**src/rtl/setbit_frame_accum_if.sv**
```systemverilog
// setbit_frame_accum_if
//   Stream bundle for setbit_frame_accum: a word input side (valid/ready/data)
//   and a frame-summary output side (valid/ready/total/heavy[/parity]).
//   Parameters N and FRAME_LEN must match the attached block so the derived
//   summary widths agree.
//   Modports:
//     slave  - the accumulator block (consumes words, produces summaries)
//     master - the environment (word source + summary consumer)
//   Optional: out_parity exists only when SETBIT_PARITY_EN is defined.
interface setbit_frame_accum_if #(
  parameter int N         = 4,
  parameter int FRAME_LEN = 4
);
  localparam int TW = $clog2(N*FRAME_LEN+1);
  localparam int FW = $clog2(FRAME_LEN+1);

  logic          in_valid;
  logic          in_ready;
  logic [N-1:0]  in_data;
  logic          out_valid;
  logic          out_ready;
  logic [TW-1:0] out_total;
  logic [FW-1:0] out_heavy;
`ifdef SETBIT_PARITY_EN
  logic          out_parity;
`endif

  modport slave (
    input  in_valid, in_data, out_ready,
    output in_ready, out_valid, out_total, out_heavy
`ifdef SETBIT_PARITY_EN
    , output out_parity
`endif
  );

  modport master (
    output in_valid, in_data, out_ready,
    input  in_ready, out_valid, out_total, out_heavy
`ifdef SETBIT_PARITY_EN
    , input out_parity
`endif
  );
endinterface

```
**src/rtl/setbit_frame_accum.sv**
```systemverilog
// setbit_frame_accum
//   Popcounts each accepted N-bit word (a&(a-1) reduction, combinational),
//   accumulates over frames of FRAME_LEN words and emits a registered summary:
//   total set bits and number of heavy words (popcount > THRESH).
//   Ports:
//     clk    - clock, rising edge
//     rst_n  - asynchronous active-low reset
//     clr    - synchronous clear: drops partial frame and any pending summary
//     bus    - setbit_frame_accum_if.slave (in_* word stream, out_* summary)
//   Optional feature: define SETBIT_PARITY_EN to add out_parity, the XOR of
//   every bit in the frame.
module setbit_frame_accum #(
  parameter int N         = 4,
  parameter int FRAME_LEN = 4,
  parameter int THRESH    = 2
) (
  input  logic                  clk,
  input  logic                  rst_n,
  input  logic                  clr,
  setbit_frame_accum_if.slave   bus
);
  localparam int CW = $clog2(N+1);
  localparam int TW = $clog2(N*FRAME_LEN+1);
  localparam int FW = $clog2(FRAME_LEN+1);
  localparam logic [CW-1:0] THR  = CW'(THRESH);
  localparam logic [FW-1:0] LAST = FW'(FRAME_LEN-1);

  logic [TW-1:0] acc_total;
  logic [FW-1:0] acc_heavy;
  logic [FW-1:0] word_cnt;
  logic [N-1:0]  v;
  logic [CW-1:0] pc;
  logic          heavy;
  logic          accept;
  logic          last;
  logic [TW-1:0] sum_total;
  logic [FW-1:0] sum_heavy;

  // Each iteration strips the lowest set bit; count iterations that found one.
  always_comb begin
    v  = bus.in_data;
    pc = '0;
    for (int i = 0; i < N; i++) begin
      if (v != '0) pc = pc + CW'(1);
      v = v & (v - N'(1));
    end
  end

  assign heavy        = pc > THR;
  assign bus.in_ready = !bus.out_valid || bus.out_ready;
  assign accept       = bus.in_valid && bus.in_ready && !clr;
  assign last         = word_cnt == LAST;
  assign sum_total    = acc_total + TW'(pc);
  assign sum_heavy    = acc_heavy + FW'(heavy);

  always_ff @(posedge clk or negedge rst_n) begin
    if (!rst_n) begin
      acc_total     <= '0;
      acc_heavy     <= '0;
      word_cnt      <= '0;
      bus.out_valid <= 1'b0;
      bus.out_total <= '0;
      bus.out_heavy <= '0;
    end else if (clr) begin
      // Summary payload is kept; only its valid is dropped.
      acc_total     <= '0;
      acc_heavy     <= '0;
      word_cnt      <= '0;
      bus.out_valid <= 1'b0;
    end else begin
      if (bus.out_valid && bus.out_ready) bus.out_valid <= 1'b0;
      if (accept) begin
        if (last) begin
          // Overrides the handshake clear above: back-to-back frames.
          bus.out_total <= sum_total;
          bus.out_heavy <= sum_heavy;
          bus.out_valid <= 1'b1;
          acc_total     <= '0;
          acc_heavy     <= '0;
          word_cnt      <= '0;
        end else begin
          acc_total <= sum_total;
          acc_heavy <= sum_heavy;
          word_cnt  <= word_cnt + FW'(1);
        end
      end
    end
  end

`ifdef SETBIT_PARITY_EN
  logic acc_par;
  logic par_next;

  assign par_next = acc_par ^ (^bus.in_data);

  always_ff @(posedge clk or negedge rst_n) begin
    if (!rst_n) begin
      acc_par        <= 1'b0;
      bus.out_parity <= 1'b0;
    end else if (clr) begin
      acc_par <= 1'b0;
    end else if (accept) begin
      if (last) begin
        bus.out_parity <= par_next;
        acc_par        <= 1'b0;
      end else begin
        acc_par <= par_next;
      end
    end
  end
`endif
endmodule

```
**src/flat_wrapper.sv**
```systemverilog
// flat-port wrapper written by rule: the top's interface ports become plain ports
module setbit_frame_accum_flat 
#(
  parameter int N         = 4,
  parameter int FRAME_LEN = 4,
  parameter int THRESH    = 2
)
  (clk, rst_n, clr, bus_in_valid, bus_in_data, bus_out_ready, bus_in_ready, bus_out_valid, bus_out_total, bus_out_heavy);
  setbit_frame_accum_if #(.N(N), .FRAME_LEN(FRAME_LEN)) bus_i ();
  input  logic clk;
  input  logic rst_n;
  input  logic clr;
  input wire logic [$bits(bus_i.in_valid)-1:0] bus_in_valid;
  input wire logic [$bits(bus_i.in_data)-1:0] bus_in_data;
  input wire logic [$bits(bus_i.out_ready)-1:0] bus_out_ready;
  output wire logic [$bits(bus_i.in_ready)-1:0] bus_in_ready;
  output wire logic [$bits(bus_i.out_valid)-1:0] bus_out_valid;
  output wire logic [$bits(bus_i.out_total)-1:0] bus_out_total;
  output wire logic [$bits(bus_i.out_heavy)-1:0] bus_out_heavy;
  assign bus_i.in_valid = bus_in_valid;
  assign bus_i.in_data = bus_in_data;
  assign bus_i.out_ready = bus_out_ready;
  assign bus_in_ready = bus_i.in_ready;
  assign bus_out_valid = bus_i.out_valid;
  assign bus_out_total = bus_i.out_total;
  assign bus_out_heavy = bus_i.out_heavy;
  setbit_frame_accum #(.N(N), .FRAME_LEN(FRAME_LEN), .THRESH(THRESH)) u_core (.clk(clk), .rst_n(rst_n), .clr(clr), .bus(bus_i));
endmodule
```
**config.mk**
```make
export PLATFORM = sky130hd
export DESIGN_NAME = setbit_frame_accum_flat
export DESIGN_NICKNAME = d
export VERILOG_FILES = /design/src/rtl/setbit_frame_accum_if.sv /design/src/rtl/setbit_frame_accum.sv /design/src/flat_wrapper.sv
export SDC_FILE = /design/constraint.sdc
export NUM_CORES = 1
export LEC_CHECK = 0
export ABC_AREA = 1
export BUFFER_PORTS_ARGS = -buffer_cell sky130_fd_sc_hd__buf_2
export CAP_MARGIN = 20
export CORE_UTILIZATION = 40
export CTS_CLUSTER_SIZE = 12
export DETAILED_ROUTE_END_ITERATION = 8
export HOLD_SLACK_MARGIN = 0.12
export PLACE_DENSITY = 0.64
export SYNTH_ARGS = -nofsm -noshare
export SYNTH_HDL_FRONTEND = slang
export SYNTH_SLANG_ARGS = --single-unit
```
**constraint.sdc**
```tcl
create_clock -name clk -period 2.1 [get_ports clk]
set_input_delay 0.42 -clock clk [delete_from_list [all_inputs] [get_ports clk]]
set_output_delay 0.42 -clock clk [all_outputs]
set_load 0.01 [all_outputs]
```
* Word-level counts from Yosys, hierarchy flattened
Index checks and enable logic that the tools add are counted.
** Operators by class
- $add $sub $neg :: 9
- Multipliers :: 0
- Divide/modulo/power cells :: 0
- $lt $le $gt $ge :: 1
- Eq/ne operators :: 1
- Shift-type cells :: 0
- Mux-type cells :: 17
- Bitwise gates (word level) :: 4
- Reduce and logical (&&, ||, !) cells :: 12
** Operators by type and width (count)
- $mux W3 :: 9
- $reduce_bool A4 Y1 :: 4
- $mux W5 :: 3
- $and A4 B4 Y4 :: 3
- $sub A4 B1 Y4 const B :: 3
- $add A3 B1 Y3 const B :: 3
- $add A5 B3 Y5 :: 1
- $mux W1 :: 5
- $add A3 B1 Y3 :: 1
- $eq A3 B2 Y1 const B :: 1
- $gt A3 B2 Y1 const B :: 1
- $logic_and A1 B1 Y1 :: 3
- $reduce_and A3 Y1 :: 1
- $add A1 B1 Y2 const B :: 1
- $logic_not A1 Y1 :: 2
- $reduce_bool A2 Y1 :: 1
- $logic_or A1 B1 Y1 :: 1
- $not A1 Y1 :: 1
** Storage, ports and cells
- Register bits after elaboration :: 20
- Latch bits :: 0
- Memory bits (writable) :: 0
- Memory bits (read-only) :: 0
- Input port bits :: 9
- Output and inout port bits :: 10
- Logic and storage cells :: 50
- Memories kept :: 0

* Depth between registers and ports, before layout
- Depth after elaboration :: 13
- Depth in mapped cells :: 21
- Depth with buffers taken out :: 21

* Worst setup path before layout
OpenSTA, ideal clock, no wires.
- Path kind :: input to register
- Start :: input bus_in_data[0]
- End :: register u_core.acc_heavy[2]
- Setup time :: 121 ps
- Data arrival time :: 2899 ps
- Data required time :: 1979 ps
- Setup slack :: -920 ps
- Stages on the path :: 19
- Path buffers :: 0
- Cell sequence :: inv_1 > nand2_1 > nor3_1 > inv_1 > ha_1 > inv_1 > nand3_1 > nand2_1 > inv_1 > ha_1 > or2_1 > nand2_1 > nor2_2 > nand2_1 > nand2_1 > ha_1 > ha_1 > xor2_1 > a22o_1
** On the way
- Cells in the longest elaborated chain, start to end :: 13
- Elaborated cells on any way between the ends :: 22
- Classes of those cells :: 7 x add/sub; 1 x order compare; 7 x mux; 3 x bitwise; 4 x reduce/logical
** Ends and longest elaborated chain
- from (decl) :: RTL line flat_wrapper.sv:14 : input wire logic [$bits(bus_i.in_data)-1:0] bus_in_data;
- $sub A4 B1 Y4 / $reduce_bool A4 Y1 (equally long branches) :: RTL line setbit_frame_accum.sv:45, setbit_frame_accum.sv:44
- $and A4 B4 Y4 / $mux W1 (equally long branches) :: RTL line setbit_frame_accum.sv:45, setbit_frame_accum.sv:44
- $sub A4 B1 Y4 (tied with other cells) :: RTL line setbit_frame_accum.sv:45 : v = v & (v - N'(1));
- $and A4 B4 Y4 / $mux W3 (equally long branches) :: RTL line setbit_frame_accum.sv:45, setbit_frame_accum.sv:44
- $sub A4 B1 Y4 (tied with other cells) :: RTL line setbit_frame_accum.sv:45
- $and A4 B4 Y4 / $mux W3 (equally long branches) :: RTL line setbit_frame_accum.sv:45, setbit_frame_accum.sv:44
- $reduce_bool A4 Y1 / $add A3 B1 Y3 (equally long branches) :: RTL line setbit_frame_accum.sv:44 : if (v != '0) pc = pc + CW'(1);
- $mux W3 * :: RTL line setbit_frame_accum.sv:44
- $gt A3 B2 Y1 * :: RTL line setbit_frame_accum.sv:49 : assign heavy = pc > THR;
- $add A3 B1 Y3 * :: RTL line setbit_frame_accum.sv:54 : assign sum_heavy = acc_heavy + FW'(heavy);
- $mux W3 * :: RTL line setbit_frame_accum.sv:73 : if (last) begin
- $mux W3 * :: RTL line setbit_frame_accum.sv:72 : if (accept) begin
- $mux W3 * :: RTL line setbit_frame_accum.sv:64 : end else if (clr) begin
- to (signal assigned) :: RTL line setbit_frame_accum.sv:83 : acc_heavy <= sum_heavy;
- to (decl) :: RTL line setbit_frame_accum.sv:29 : logic [FW-1:0] acc_heavy;
Mark *: on every way between the ends. The rest lies on a longest branch, timed or not. The select of a mux whose other input is x is not followed.
A chain may end at the register's enable or synchronous reset.

* Worst setup path after layout
- Start :: input bus_in_data[2]
- End :: register u_core.bus.out_total[4]
** On the way
- Cells in the longest elaborated chain, start to end :: 9
- Elaborated cells on any way between the ends :: 18
- Classes of those cells :: 7 x add/sub; 4 x mux; 3 x bitwise; 4 x reduce/logical
** Ends and longest elaborated chain
- $sub A4 B1 Y4 / $reduce_bool A4 Y1 (equally long branches) :: RTL line setbit_frame_accum.sv:45, setbit_frame_accum.sv:44
- $and A4 B4 Y4 / $mux W1 (equally long branches) :: RTL line setbit_frame_accum.sv:45, setbit_frame_accum.sv:44
- $sub A4 B1 Y4 (tied with other cells) :: RTL line setbit_frame_accum.sv:45
- $and A4 B4 Y4 / $mux W3 (equally long branches) :: RTL line setbit_frame_accum.sv:45, setbit_frame_accum.sv:44
- $sub A4 B1 Y4 (tied with other cells) :: RTL line setbit_frame_accum.sv:45
- $and A4 B4 Y4 / $mux W3 (equally long branches) :: RTL line setbit_frame_accum.sv:45, setbit_frame_accum.sv:44
- $reduce_bool A4 Y1 / $add A3 B1 Y3 (equally long branches) :: RTL line setbit_frame_accum.sv:44
- $mux W3 * :: RTL line setbit_frame_accum.sv:44
- $add A5 B3 Y5 * :: RTL line setbit_frame_accum.sv:53 : assign sum_total = acc_total + TW'(pc);
- to (signal assigned) :: RTL line setbit_frame_accum.sv:75 : bus.out_total <= sum_total;
- to (decl) :: RTL line setbit_frame_accum_if.sv:30 : output in_ready, out_valid, out_total, out_heavy
Mark *: on every way between the ends. The rest lies on a longest branch, timed or not.

==> results.yml <==
outcome:
  outcome: "finished with violations"
  violations_in_the_final_reports: "setup timing"
power_and_ir_drop:
  power.switching_uw: 311
  sw_frac_of_total_pct: 32.9
  p_int_uw: 634
  power.density_cell_area_nw_per_um2: 543
  clkPwrFrac_pct: 18.9
  share_seq_of_total_power_pct: 47.0
  power.ir.vdd_worst_mv: 0.417
  comb_power_share_pct: 34.2
  p_leak_nw: 0.934
timing:
  rsz0062_at_grt: "yes"
  setup_total_negative_slack_ns: -4.73
  hold_viol_final: 0
  worst_slack_ns: -0.449
  clock_skew_ns: 0.00342
  period_needed_ns: 2.55
  timing.hold.ws_ns: 0.401
  post-route-period-util_pct: 121
  timing.final.setup_violations: 14
  slew_headroom_pct: 65.4
  drv_slew: 0
  worst_pin_slew_ns: 0.518
  max_freq_ghz: 0.392
detailed_routing:
  drc_errors: 0
  wl_um: 2580
  avgViaCountPerCell: 4.86
  routed_wire_length_per_instance_um: 11.9
  route.antenna.remaining_nets: 0
  detailedRoute.firstPassIterationCount: 4
  routed-via-count: 1055
  initialDrtViolationCount: 19
final_layout:
  postLayoutCoreUtil_pct: 61.5
  nNetsFinal: 210
  area_delta_synth_final_pct: 41.6
  mostFrequentLayoutCells: "sky130_fd_sc_hd__nand2_1 (30), sky130_fd_sc_hd__dfrtp_1 (20), sky130_fd_sc_hd__buf_4 (17), sky130_fd_sc_hd__inv_1 (16), sky130_fd_sc_hd__buf_2 (15)"
  post_route_cells_drive_above_1_share_pct: 45.2
  final_common_cell: "sky130_fd_sc_hd__nand2_1"
  n_antenna_cell: 0
  finish.instance_area_um2: 1740
logic_synthesis:
  synth-seq-area-share_pct: 40.7
  yosysUniqueCellTypes: 24
  syn-mean-instance-area_um2: 8.36
  synth.largest_area_cell: "sky130_fd_sc_hd__dfrtp_1"
  synth_fp_nets: 169
  syn-cell-area_um2: 1230
  synth_cells: 147
  post_synth_main_area_contributors: "sky130_fd_sc_hd__dfrtp_1 (41%), sky130_fd_sc_hd__ha_1 (12%), sky130_fd_sc_hd__nand2_1 (11%), sky130_fd_sc_hd__inv_1 (7.3%), sky130_fd_sc_hd__o21ai_0 (3.3%)"
  ys_seq_elements: 20
  synth_warnings: 0
  synth_top_cell_area_share_pct: 40.7
worst_setup_path:
  worst_r2r_startpoint: "u_core.word_cnt[0]"
  reg2reg_setup_slack_ns: 0.52
  crit_required_ns: 2.29
  critPathCaptureType: "register"
  worst_setup_path_start_kind: "input port"
  path_max_fanout: 4
  reg2reg_depth: 6
  worstSetupPathType: "in2reg"
  timing.critical_path.arrival_ns: 2.74
  crit-reg2reg-capture: "u_core.acc_total[0]"
  crit_start: "bus_in_data[2]"
placement:
  placed_cell_area_um2: 1570
  gp_congestion: 0.774
  port_buffers: 18
  place.detailed.hpwl_um: 2000
grt:
  grt_usage_pct: 17.2
  groute.layer.met3.usage_pct: 4.08
  gr-max-usage-layer: "met2"
  grt_start_max_net_pins: 21
  globalRoute.totalOverflow: 0
  use_met1_pct: 20.9
  first_global_vias: 1053
  grt_first_pass_wirelength_um: 4390
  met2_usage_pct: 30.6
  antenna_found_initial: 0
clocking:
  cts.clk_slew.worst_paths_ns: 0.11
  root_buffer: "sky130_fd_sc_hd__clkbuf_4"
  cts-htree-levels: 1
  clock_latency_on_the_worst_skew_pair_ns: 0.29
  cts_num_sinks: 20
  cts_inserted_buffers: 3
  tritoncts: "built"
  cts.path.max_buffers: 2
hold_path:
  hold_start: "clr"
  holdPathEnd: "u_core.bus.out_valid"
  worstHoldPathType: "in2reg"
  whs_path_depth: 2
floorplanning:
  fp.coreArea_um2: 2830
  dieArea_um2: 3300
  initial_utilization_pct: 43.4
  die-width_um: 57.4
  die_y_um: 57.4
  io_pins: 19
  placementRows: 19
flow_run:
  drv_cap: 0
-- registers in the layout, indices dropped and copies added (netlist names) --
name / count
u_core.bus.out_total: 5
u_core.bus.out_heavy: 3
u_core.bus.out_valid: 1
u_core.word_cnt: 3
u_core.acc_total: 5
u_core.acc_heavy: 3
-- final cells by class --
cell class	instances	area [um^2]
well taps	31	38.8
fillers	248	1090
inverters	25	118
clock buffers	3	22.5
flip-flops and latches	20	500
repair buffers	37	270
multi-input cells	101	791
-- metrics by stage --
| stage | power (mW) | setup WS [ns] | std cells |
|---|---|---|---|
| after floorplan | 0.609 | -0.566 | 147 |
| after global placement | 0.708 | -0.852 | 212 |
| after detailed placement | 0.721 | -0.934 | 212 |
| after CTS | 0.932 | -0.474 | 217 |
| after global routing | 1.01 | -0.556 | 217 |
| final | 0.946 | -0.449 | 217 |
-- synth_stat cells, drive strengths merged --
| cell type | n |
|---|---|
| o21ai | 12 |
| o22ai | 1 |
| nor2 | 8 |
| inv | 24 |
| nand3 | 8 |
| buf | 1 |
| ha | 12 |
| clkinv | 1 |
| fa | 1 |
| a21oi | 2 |
| nand4 | 2 |
| nor3 | 2 |
| o211ai | 1 |
| a22o | 3 |
| xor2 | 4 |
| dfrtp | 20 |
| or2 | 1 |
| nand2 | 44 |
-- what timing repair did --
action,CTS,global route
buffers inserted,1,0
hold endpoints to repair,20,0
setup endpoints to repair,14,14
pin swaps,11,8
gates resized for setup,21,11
hold buffers,1,0
-- power groups by stage --
stage | clock (mW) | sequential, mW | combinational [mW]
after floorplan | 0 | 0.456 | 0.153
after global placement | 0 | 0.448 | 0.260
after detailed placement | 0 | 0.451 | 0.269
after CTS | 0.188 | 0.445 | 0.298
after global routing | 0.203 | 0.449 | 0.362
final | 0.178 | 0.444 | 0.323
-- worst max-delay path by stage --
stage                                    endpoint  slack (ns)  cells past startpoint
after global placement        u_core.acc_heavy[2]       -0.85                     20
after floorplan               u_core.acc_heavy[2]       -0.57                     19
after global routing      u_core.bus.out_total[4]       -0.56                     19
after CTS                 u_core.bus.out_total[4]       -0.47                     19
after detailed placement      u_core.acc_heavy[2]       -0.93                     20
final                     u_core.bus.out_total[4]       -0.45                     19
-- kinds of logic (layout without fill, tap and decap cells) --
group	after synthesis	count (layout)	synth area share, %
adders and majority gates	13	13	13.8
buffers and inverters	26	65	8.04
and+or+nand+nor	65	65	25.6
AOI/OAI and AO/OA	19	19	8.96
xor gates and xnor gates	4	4	2.85
DFF	20	20	40.7
-- layer usage --
metal	share of wire (%)	up-vias
li1	-	545
met3	2.6	2
met4	0.62	0
met5	0	-
met1	44	496
met2	53	12
-- worst max-delay path, cell delays in order --
cell,delay [ns]
sky130_fd_sc_hd__buf_8,0.11
sky130_fd_sc_hd__buf_6,0.11
sky130_fd_sc_hd__nor3_4,0.20
sky130_fd_sc_hd__inv_2,0.07
sky130_fd_sc_hd__ha_4,0.29
sky130_fd_sc_hd__inv_2,0.04
sky130_fd_sc_hd__nand3_4,0.07
sky130_fd_sc_hd__nand2_2,0.05
sky130_fd_sc_hd__inv_2,0.06
sky130_fd_sc_hd__ha_4,0.18
sky130_fd_sc_hd__or2_1,0.21
sky130_fd_sc_hd__nand2_2,0.08
sky130_fd_sc_hd__nor2_4,0.05
sky130_fd_sc_hd__fa_2,0.37
sky130_fd_sc_hd__nand2_2,0.08
sky130_fd_sc_hd__a21oi_2,0.06
sky130_fd_sc_hd__xor2_1,0.17
sky130_fd_sc_hd__nand2_1,0.06
sky130_fd_sc_hd__nand2_1,0.05
Power figures use the tool's default switching activity.
